$ cat config.mk
export PLATFORM = sky130hd
export DESIGN_NAME = player_input
export DESIGN_NICKNAME = d
export VERILOG_FILES = /design/src/rtl/player_input.sv
export SDC_FILE = /design/constraint.sdc
export NUM_CORES = 1
export LEC_CHECK = 0
export CAP_MARGIN = 20
export CORE_ASPECT_RATIO = 0.6
export CORE_UTILIZATION = 47
export CTS_CLUSTER_SIZE = 8
export DETAILED_ROUTE_END_ITERATION = 8
export GPL_TIMING_DRIVEN = 0
export PLACE_DENSITY_LB_ADDON = 0.12
export SLEW_MARGIN = 25
export SYNTH_ARGS = -nofsm -noshare
export SYNTH_HDL_FRONTEND = slang
export SYNTH_SLANG_ARGS = --single-unit
export TNS_END_PERCENT = 5
$ cat constraint.sdc
create_clock -name clock -period 1.98 [get_ports clock]
set_input_delay 0.495 -clock clock [delete_from_list [all_inputs] [get_ports clock]]
set_output_delay 0.495 -clock clock [all_outputs]
set_load 0.1 [all_outputs]
$ cat src/rtl/player_input.sv
// Debounced switch/start front end for the LED game: synchronise, debounce, and
// turn each press into a single one-hot move offered over a valid/ready handshake.
//
// state   | meaning
// INIT    | waiting for the first debounced commit after reset
// ARMED   | all switches off, waiting for a press
// OFFER   | one-hot move offered, waiting for move_ready
// RELEASE | waiting for every switch to return to 0
module player_input #(
  parameter int WIDTH           = 10,
  parameter int DEBOUNCE_CYCLES = 500000
) (
  input  logic             clock,
  input  logic             reset,
  input  logic [WIDTH-1:0] switch_raw,
  input  logic             start_raw,
  output logic [WIDTH-1:0] switch_out,
  output logic             parity,
  output logic             start_pulse,
  output logic [WIDTH-1:0] move,
  output logic             move_valid,
  input  logic             move_ready,
  output logic             move_error
);

  localparam int             CW      = $clog2(DEBOUNCE_CYCLES);
  localparam logic [CW-1:0]  CNT_MAX = CW'(DEBOUNCE_CYCLES - 1);
  localparam logic [WIDTH:0] VEC_RST = {1'b1, {WIDTH{1'b0}}};

  typedef enum logic [1:0] {S_INIT, S_ARMED, S_OFFER, S_RELEASE} state_t;

  logic [WIDTH:0]   sync1_q, sync1_d;
  logic [WIDTH:0]   sync2_q, sync2_d;
  logic [WIDTH:0]   cand_q, cand_d;
  logic [WIDTH:0]   stable_q, stable_d;
  logic [CW-1:0]    cnt_q, cnt_d;
  logic             committed_q, committed_d;
  logic             start_prev_q, start_prev_d;
  logic             start_pulse_q, start_pulse_d;
  logic [WIDTH-1:0] move_q, move_d;
  logic             move_error_q, move_error_d;
  state_t           state_q, state_d;
  logic             commit;
  logic             one_hot;

  always_ff @(posedge clock or negedge reset) begin
    if (!reset) begin
      sync1_q       <= VEC_RST;
      sync2_q       <= VEC_RST;
      cand_q        <= VEC_RST;
      stable_q      <= VEC_RST;
      cnt_q         <= '0;
      committed_q   <= 1'b0;
      start_prev_q  <= 1'b1;
      start_pulse_q <= 1'b0;
      move_q        <= '0;
      move_error_q  <= 1'b0;
      state_q       <= S_INIT;
    end else begin
      sync1_q       <= sync1_d;
      sync2_q       <= sync2_d;
      cand_q        <= cand_d;
      stable_q      <= stable_d;
      cnt_q         <= cnt_d;
      committed_q   <= committed_d;
      start_prev_q  <= start_prev_d;
      start_pulse_q <= start_pulse_d;
      move_q        <= move_d;
      move_error_q  <= move_error_d;
      state_q       <= state_d;
    end
  end

  // One counter covers the whole vector: any bit changing restarts the window.
  always_comb begin
    sync1_d = {start_raw, switch_raw};
    sync2_d = sync1_q;
    cand_d  = cand_q;
    cnt_d   = cnt_q;
    if (sync2_q != cand_q) begin
      cand_d = sync2_q;
      cnt_d  = '0;
    end else if (cnt_q != CNT_MAX) begin
      cnt_d = cnt_q + CW'(1);
    end
    commit        = (cnt_q == CNT_MAX);
    stable_d      = commit ? cand_q : stable_q;
    committed_d   = committed_q | commit;
    start_prev_d  = stable_q[WIDTH];
    start_pulse_d = start_prev_q & ~stable_q[WIDTH];
  end

  assign switch_out = stable_q[WIDTH-1:0];
  assign parity     = ^switch_out;
  assign one_hot    = ((switch_out & (switch_out - WIDTH'(1))) == '0);

  always_comb begin
    state_d      = state_q;
    move_d       = move_q;
    move_error_d = 1'b0;
    case (state_q)
      S_INIT: begin
        if (committed_q) state_d = (switch_out == '0) ? S_ARMED : S_RELEASE;
      end
      S_ARMED: begin
        if (switch_out != '0) begin
          if (one_hot) begin
            move_d  = switch_out;
            state_d = S_OFFER;
          end else begin
            move_error_d = 1'b1;
            state_d      = S_RELEASE;
          end
        end
      end
      S_OFFER: begin
        if (move_ready) state_d = S_RELEASE;
      end
      S_RELEASE: begin
        if (switch_out == '0) state_d = S_ARMED;
      end
      default: state_d = S_INIT;
    endcase
  end

  assign start_pulse = start_pulse_q;
  assign move        = move_q;
  assign move_valid  = (state_q == S_OFFER);
  assign move_error  = move_error_q;

endmodule

* Yosys cells after proc, flatten, opt, wreduce, memory -nomap -nowiden
Cells that the tools add are included.
** Storage, ports and cells
- Logic and storage cells :: 47
- Register bits after elaboration :: 79
** Cells by class
- Reduce and logical (&&, ||, !) cells :: 8
- Multiplexer cells :: 12
- Equality and inequality tests :: 10
- Add/subtract/negate cells :: 2
- Bitwise logic cells :: 4
** Operators with widths (number)
- 2-to-1 mux 19 bit :: 2
- zero test 10 bit :: 2
- adder 19 x 1 -> 19 bit, second input constant :: 1
- equality test 19 bit, second input constant :: 1
- inequality test 19 bit, second input constant :: 1
- inequality test 11 bit :: 1
- AND 10 bit :: 1
- 2-to-1 mux 2 bit :: 5
- nonzero test 10 bit :: 1
- XOR reduction 10 bit :: 1
- subtractor 10 x 1 -> 10 bit, second input constant :: 1
- case mux 2 bit (4 select lines) :: 1
- inequality test 2 bit, second input constant :: 3
- equality test 2 bit, second input constant :: 2
- 2-to-1 mux 1 bit :: 4
- AND reduction 4 bit :: 1
- AND reduction 3 bit :: 1
- equality test 2 x 1 -> 1 bit, second input constant :: 1
- zero test 2 bit :: 1
- inequality test 2 x 1 -> 1 bit, second input constant :: 1
- nonzero test 2 bit :: 1
- AND 1 bit :: 1
- NOT 1 bit :: 1
- bitwise OR 1 bit :: 1

* Logic depth before layout (Yosys ltp)
Gate-level depths: netlist (run 1).
- Depth after elaboration :: 6
- Depth in mapped cells :: 8
- Depth with buffers taken out :: 7

* Worst setup path after synthesis (run 1)
No wires, ideal clock.
- Path type :: register to output
- Start :: register stable_q[4]
- End :: output port parity
- Cell stages (with the launch flop) :: 6
- Path slack :: -1.110 ns
- Arrival time :: 2.595 ns
- Cells stage by stage :: dfrtp_1 inv_1 ha_1 xnor2_1 xnor2_1 xnor2_1
** Between the ends
- Cells in the longest elaborated chain, start to end :: 1
** Ends and longest elaborated chain
- from (decl) :: RTL line 35 : logic [WIDTH:0] stable_q, stable_d;
- from (signal assigned) :: RTL line 63 : stable_q <= stable_d;
- XOR reduction 10 bit :: RTL line 94 : assign parity = ^switch_out;
- to (decl) :: RTL line 18 : output logic parity,
No other way between the ends.

* Worst setup path in the final report (run 1)
- Start :: register stable_q[7]
- End :: output port parity
The elaborated chain is that of the path after synthesis.

==> results.cfg, run 1 <==
[status]
status = complete, but fails checks
violations = DRC, setup timing

[worst_setup_path]
r2r_cells = 7
r2r_start = stable_q[5]
end_kind = output pin
rrSetupSlack_ns = -0.34
r2r_end = move[0]
crit_fanout = 4
worstPathArrival_ns = 1.84
crit_type = flop to output pin
start_kind = flop
required_ns = 1.48

[logic_synthesis]
yosysWarnings = 0
ys_async_sr_fraction_pct = 100.0
ys_seq_area_share_pct = 58.06
syn_area_per_cell_sq_um = 11.70
synth_top_area_cell = dfrtp_1
synth_area_sq_um = 3416
syn_inst = 292
synthFlopType = dfrtp_1
netlist.area_leader.share_pct = 54.21
synth-seq-cells = 79
synth.distinct_cells = 39
synth_edf_count = 0
synthMostInstantiatedCell = dfrtp_1
syn-num-nets = 320
synthTopCellsByCount = dfrtp_1, nor2_1, xor2_1
synth_area_leaders = dfrtp_1, xor2_1, ha_1

[placement]
dp_cells = 417
dp_hpwl_um = 4224
io_buffers = 37
gp_congestion = 0.8106

[timing]
period_needed_ns = 2.338
fin_ws_ns = -0.3582
clock_skew_ns = 0.008386
hold_ws_ns = 0.09828
relSlewSlack_pct = 62.48
worstMarginPinSlew_ns = 0.5586
setup_viol = 12
report.final.slew_viol_count = 0
fmax_mhz = 427.7
rsz0062_at_grt = yes
hold_viol = 0
fin_crit_sh_pct = 118.1

[finish]
fin_nets = 376
fill_cells = 525
drive_gt1_share_pct = 30.59
antenna_cells = 0
area_growth_pct = 29.93
final_cells = 440

[power]
p_sw_uw = 701.0
p_int_uw = 2675
p_sw_share_pct = 20.76
leakagePower_uw = 0.002013
ir_drop_v = 0.0004233
powerDensity_nw_per_um2 = 760.7
combPwrFrac_pct = 2.6
clkPwrFrac_pct = 47.9
p_seq_share_pct = 49.5

[grt]
grt_max_degree = 51
grt.total_usage_pct = 18.85
grt.overflow.total = 0
grt_pass1_wl_um = 10670
grt_pass1_vias = 2100
antenna_found_initial = 0

[detailed_routing]
drt_wl_total_um = 6274
wl_per_cell_um = 14.26
viasPerCell = 5.005
drt_iter0_markers = 125
vias = 2202
remaining_drc_errors = 6
ant_nets = 0
dr.pass1.iters = 7

[clocking]
numCtsBuffers = 9
clock_path_buffers = 2
cts_tree = yes
cts_root_buf = clkbuf_16
h-tree-depth = 3
numClockSinks = 79
worstSkewPairLatency_ns = 0.34
clkTransAtPathRegs_ns = 0.06
cts_hold_buf = 0

[floorplan]
initial_utilization_pct = 49.87
dieHeight_um = 68.04
fp.dieW_um = 112.1
num_rows = 23
die_area_sq_um = 7624
design.core.area_sq_um = 6849
io_pins = 38

[min_path]
hold_path.class = input port to asynchronous set/reset pin

[flow_run]
drv_cap = 0
==> cell type report <==
type / count / area (sq um) / area share (%)
Sequential cell: 79 / 1991 / 44.85
Multi-Input combinational cell: 172 / 1383 / 31.15
Timing Repair Buffer: 45 / 457.9 / 10.32
Clock buffer: 11 / 232.7 / 5.244
Buffer: 25 / 142.6 / 3.214
Tap cell: 87 / 108.9 / 2.453
Inverter: 16 / 62.56 / 1.410
Clock inverter: 5 / 60.06 / 1.353
==> metal layers <==
layer | share of wire, % | up-vias | routed length, um | GRT usage [%]
li1 | - | 1081 | - | -
met1 | 52 | 1045 | 3245 | 28.15
met2 | 40 | 67 | 2520 | 26.01
met3 | 6.8 | 9 | 429 | 5.757
met4 | 1.2 | 0 | 78 | 6.000
met5 | 0 | - | 0 | 0
==> cells by family after synthesis <==
family	synth area share [%]
buffers and inverters	5.824
muxes	5.311
xor gates and xnor gates	8.205
AOI/OAI and AO/OA	4.982
and+or+nand+nor	12.49
DFF	58.06
adders and majority gates	5.128
==> layout by cell type, fill, tap and decap left out, types with 3 or more instances in the layout <==
cell type,n
clkbuf_2,3
xor2_1,22
clkbuf_16,9
dfstp_2,5
ha_1,10
nand3_1,6
nor4_1,4
buf_4,28
xnor2_1,6
mux2_4,10
ha_4,4
and3_1,4
a21oi_1,3
nor3_1,3
clkdlybuf4s50_1,12
nor2_1,28
xnor2_4,3
clkbuf_1,13
dfrtp_2,6
inv_2,7
o21ai_0,16
nand4_1,5
dfrtp_1,68
nand2_1,17
clkdlybuf4s15_2,12
or3_1,3
inv_1,8
==> metrics by stage <==
stage | total power, uW | util, % | cell area [sq um] | setup WS (ns) | setup TNS, ns
final | 3376 | 64.80 | 4438 | -0.3582 | -3.808
after global routing | 3506 | 64.80 | 4438 | -0.4448 | -5.229
after CTS | 3421 | 63.72 | 4364 | -0.3598 | -3.654
after detailed placement | 1790 | 58.57 | 4011 | -1.001 | -8.450
after global placement | 1781 | 58.20 | 3986 | -2.340 | -187.95
after floorplan | 1718 | - | 3507 | -0.1473 | -1.357
==> critical path, stage by stage (launching register included) <==
cell and delay [ns]:
dfrtp_2 0.44, inv_4 0.09, ha_4 0.22, xnor2_4 0.15, xnor2_2 0.27, xnor2_4 0.16
buf_12 0.19
==> flip-flops by register name, indices dropped and copies added, names as in the netlist <==
name / cells
start_prev_q: 1
cnt_q: 19
move: 10
cand_q: 11
move_error: 1
stable_q: 11
sync2_q: 11
committed_q: 1
start_pulse: 1
state_q: 2
sync1_q: 11
==> worst max-delay path by stage <==
stage / from / to
finish: stable_q[7] / parity
global route: stable_q[5] / move[1]
global placement: reset / start_pulse
floorplan: stable_q[3] / parity
CTS: stable_q[1] / parity
detailed placement: stable_q[3] / parity
==> power by group through the flow <==
stage	Sequential (uW)	Clock, uW	Combinational [uW]
6_report	1670	1620	88.3
3_5_place_dp	1700	0	90.5
2_1_floorplan	1700	0	22.5
4_1_cts	1670	1660	91.8
5_1_grt	1670	1730	102
3_3_place_gp	1700	0	82.2
==> repair_timing <==
action	in CTS	in global routing
setup endpoints to repair	45	32
pin swaps	4	4
endpoints found under the hold margin	0	0
setup buffers	3	4
resized for setup	82	9
(Power assumes the default switching activity.)
==> inputs of run 2 (changes only) <==
CAP_MARGIN = unset   (was 20)
==> results of run 2 <==
No change in the layout: final DEF, timing and power equal those of run 1.
==> inputs of run 3 (changes only) <==
TNS_END_PERCENT = 50   (was 5)
==> results.cfg, run 3 (synthesis results as in run 1) <==
[grt]
antenna_found_initial = 0
grt_max_degree = 50
grt_pass1_wl_um = 10920
grt_pass1_vias = 2197
grt.overflow.total = 0
grt.total_usage_pct = 19.42

[detailed_routing]
drt_wl_total_um = 6719
viasPerCell = 5.061
vias = 2333
dr.pass1.iters = 7
remaining_drc_errors = 6
wl_per_cell_um = 14.57
ant_nets = 0
drt_iter0_markers = 117

[timing]
fmax_mhz = 429.4
period_needed_ns = 2.329
hold_ws_ns = 0.09391
fin_crit_sh_pct = 117.6
clock_skew_ns = 0.006437
hold_viol = 0
fin_ws_ns = -0.3490
relSlewSlack_pct = 62.52
report.final.slew_viol_count = 0
worstMarginPinSlew_ns = 0.5579
rsz0062_at_grt = yes
setup_viol = 11
setup_tns_ns = -3.764

[clocking]
clock_path_buffers = 2
cts_tree = yes
numClockSinks = 79
h-tree-depth = 3
cts_root_buf = clkbuf_16
numCtsBuffers = 9
worstSkewPairLatency_ns = 0.34
clkTransAtPathRegs_ns = 0.06

[worst_setup_path]
crit_type = flop to output pin
worstPathArrival_ns = 1.83
crit_fanout = 4
required_ns = 1.48
start_kind = flop
end_kind = output pin
r2r_cells = 7

[placement]
io_buffers = 37
gp_congestion = 0.8125
pre_cts_slack_ns = -0.9982
dp_hpwl_um = 4354

[floorplan]
die_area_sq_um = 7624
fp.dieW_um = 112.1
dieHeight_um = 68.04
design.core.area_sq_um = 6849
io_pins = 38
initial_utilization_pct = 49.87
num_rows = 23

[finish]
antenna_cells = 0
fin_util_pct = 66.95
fill_cells = 531
final_common_cell = dfrtp_1
drive_gt1_share_pct = 34.76
largest-register = cnt_q
fin_nets = 398
layout_common_cells = dfrtp_1, buf_4, nor2_1
largest_reg_flops = 19
area_growth_pct = 34.25

[power]
leakagePower_uw = 0.002122
p_total_uw = 3232
ir_drop_v = 0.0007246
powerDensity_nw_per_um2 = 704.9

[status]
violations = DRC, setup timing
status = complete, but fails checks

[min_path]
hold_path.class = input port to asynchronous set/reset pin

[flow_run]
drv_cap = 0
==> run 3: what timing repair did <==
action | in CTS | in global routing
endpoints found under the hold margin | 0 | 0
setup buffers | 14 | 15
cloned | 0 | 0
endpoints found under the setup margin | 46 | 38
pin swaps | 3 | 8
resized for setup | 100 | 17
hold buffers | 0 | 0
==> run 3: worst max-delay path, cell delays in order (launching register included) <==
cell     delay [ns]
dfrtp_2        0.43
inv_2          0.09
ha_4           0.22
xnor2_4        0.13
xnor2_2        0.26
xnor2_4        0.17
buf_12         0.19
==> run 3: path summary, 6_finish.rpt <==
check | startpoint | endpoint | slack [ns]
worst max register to register | stable_q[1] | move[0] | -0.35
min in group clock | sync1_q[9] | sync2_q[9] | 0.34
worst min-delay path | reset | move[7] | 0.09
worst max-delay path | stable_q[3] | parity | -0.35
worst min register to register | sync1_q[9] | sync2_q[9] | 0.34
max in group asynchronous | reset | start_prev_q | 1.25
==> run 3: routing by layer <==
metal,vias to the layer above,track usage [%],wire [um]
met3,11,7.174,440
li1,1119,-,-
met4,0,7.167,68
met1,1134,27.57,3387
met5,-,0,0
met2,69,27.17,2823
==> run 3: where the power goes <==
group	leakage (uW)	switching [uW]	internal (uW)
sequential	0.00100	19.4	1650
combinational	0.000988	45.7	42.5
clock	0.000129	630	842
==> run 3: area by class of cell <==
cell class / count / area [sq um] / share of cell area (%)
well taps: 87 / 108.9 / 2.374
inverters: 16 / 60.06 / 1.310
clock inverters: 5 / 35.03 / 0.7640
flip-flops and latches: 79 / 1988 / 43.36
plain buffers: 25 / 141.4 / 3.083
clock buffers: 10 / 229.0 / 4.993
repair buffers: 67 / 623.1 / 13.59
multi-input cells: 172 / 1400 / 30.53
==> run 3: metrics by stage <==
stage                     instance area (sq um)  instances
after floorplan                            3507        292
final                                      4586        461
after global placement                     3986        416
after CTS                                  4467        446
after global routing                       4586        461
after detailed placement                   4011        417
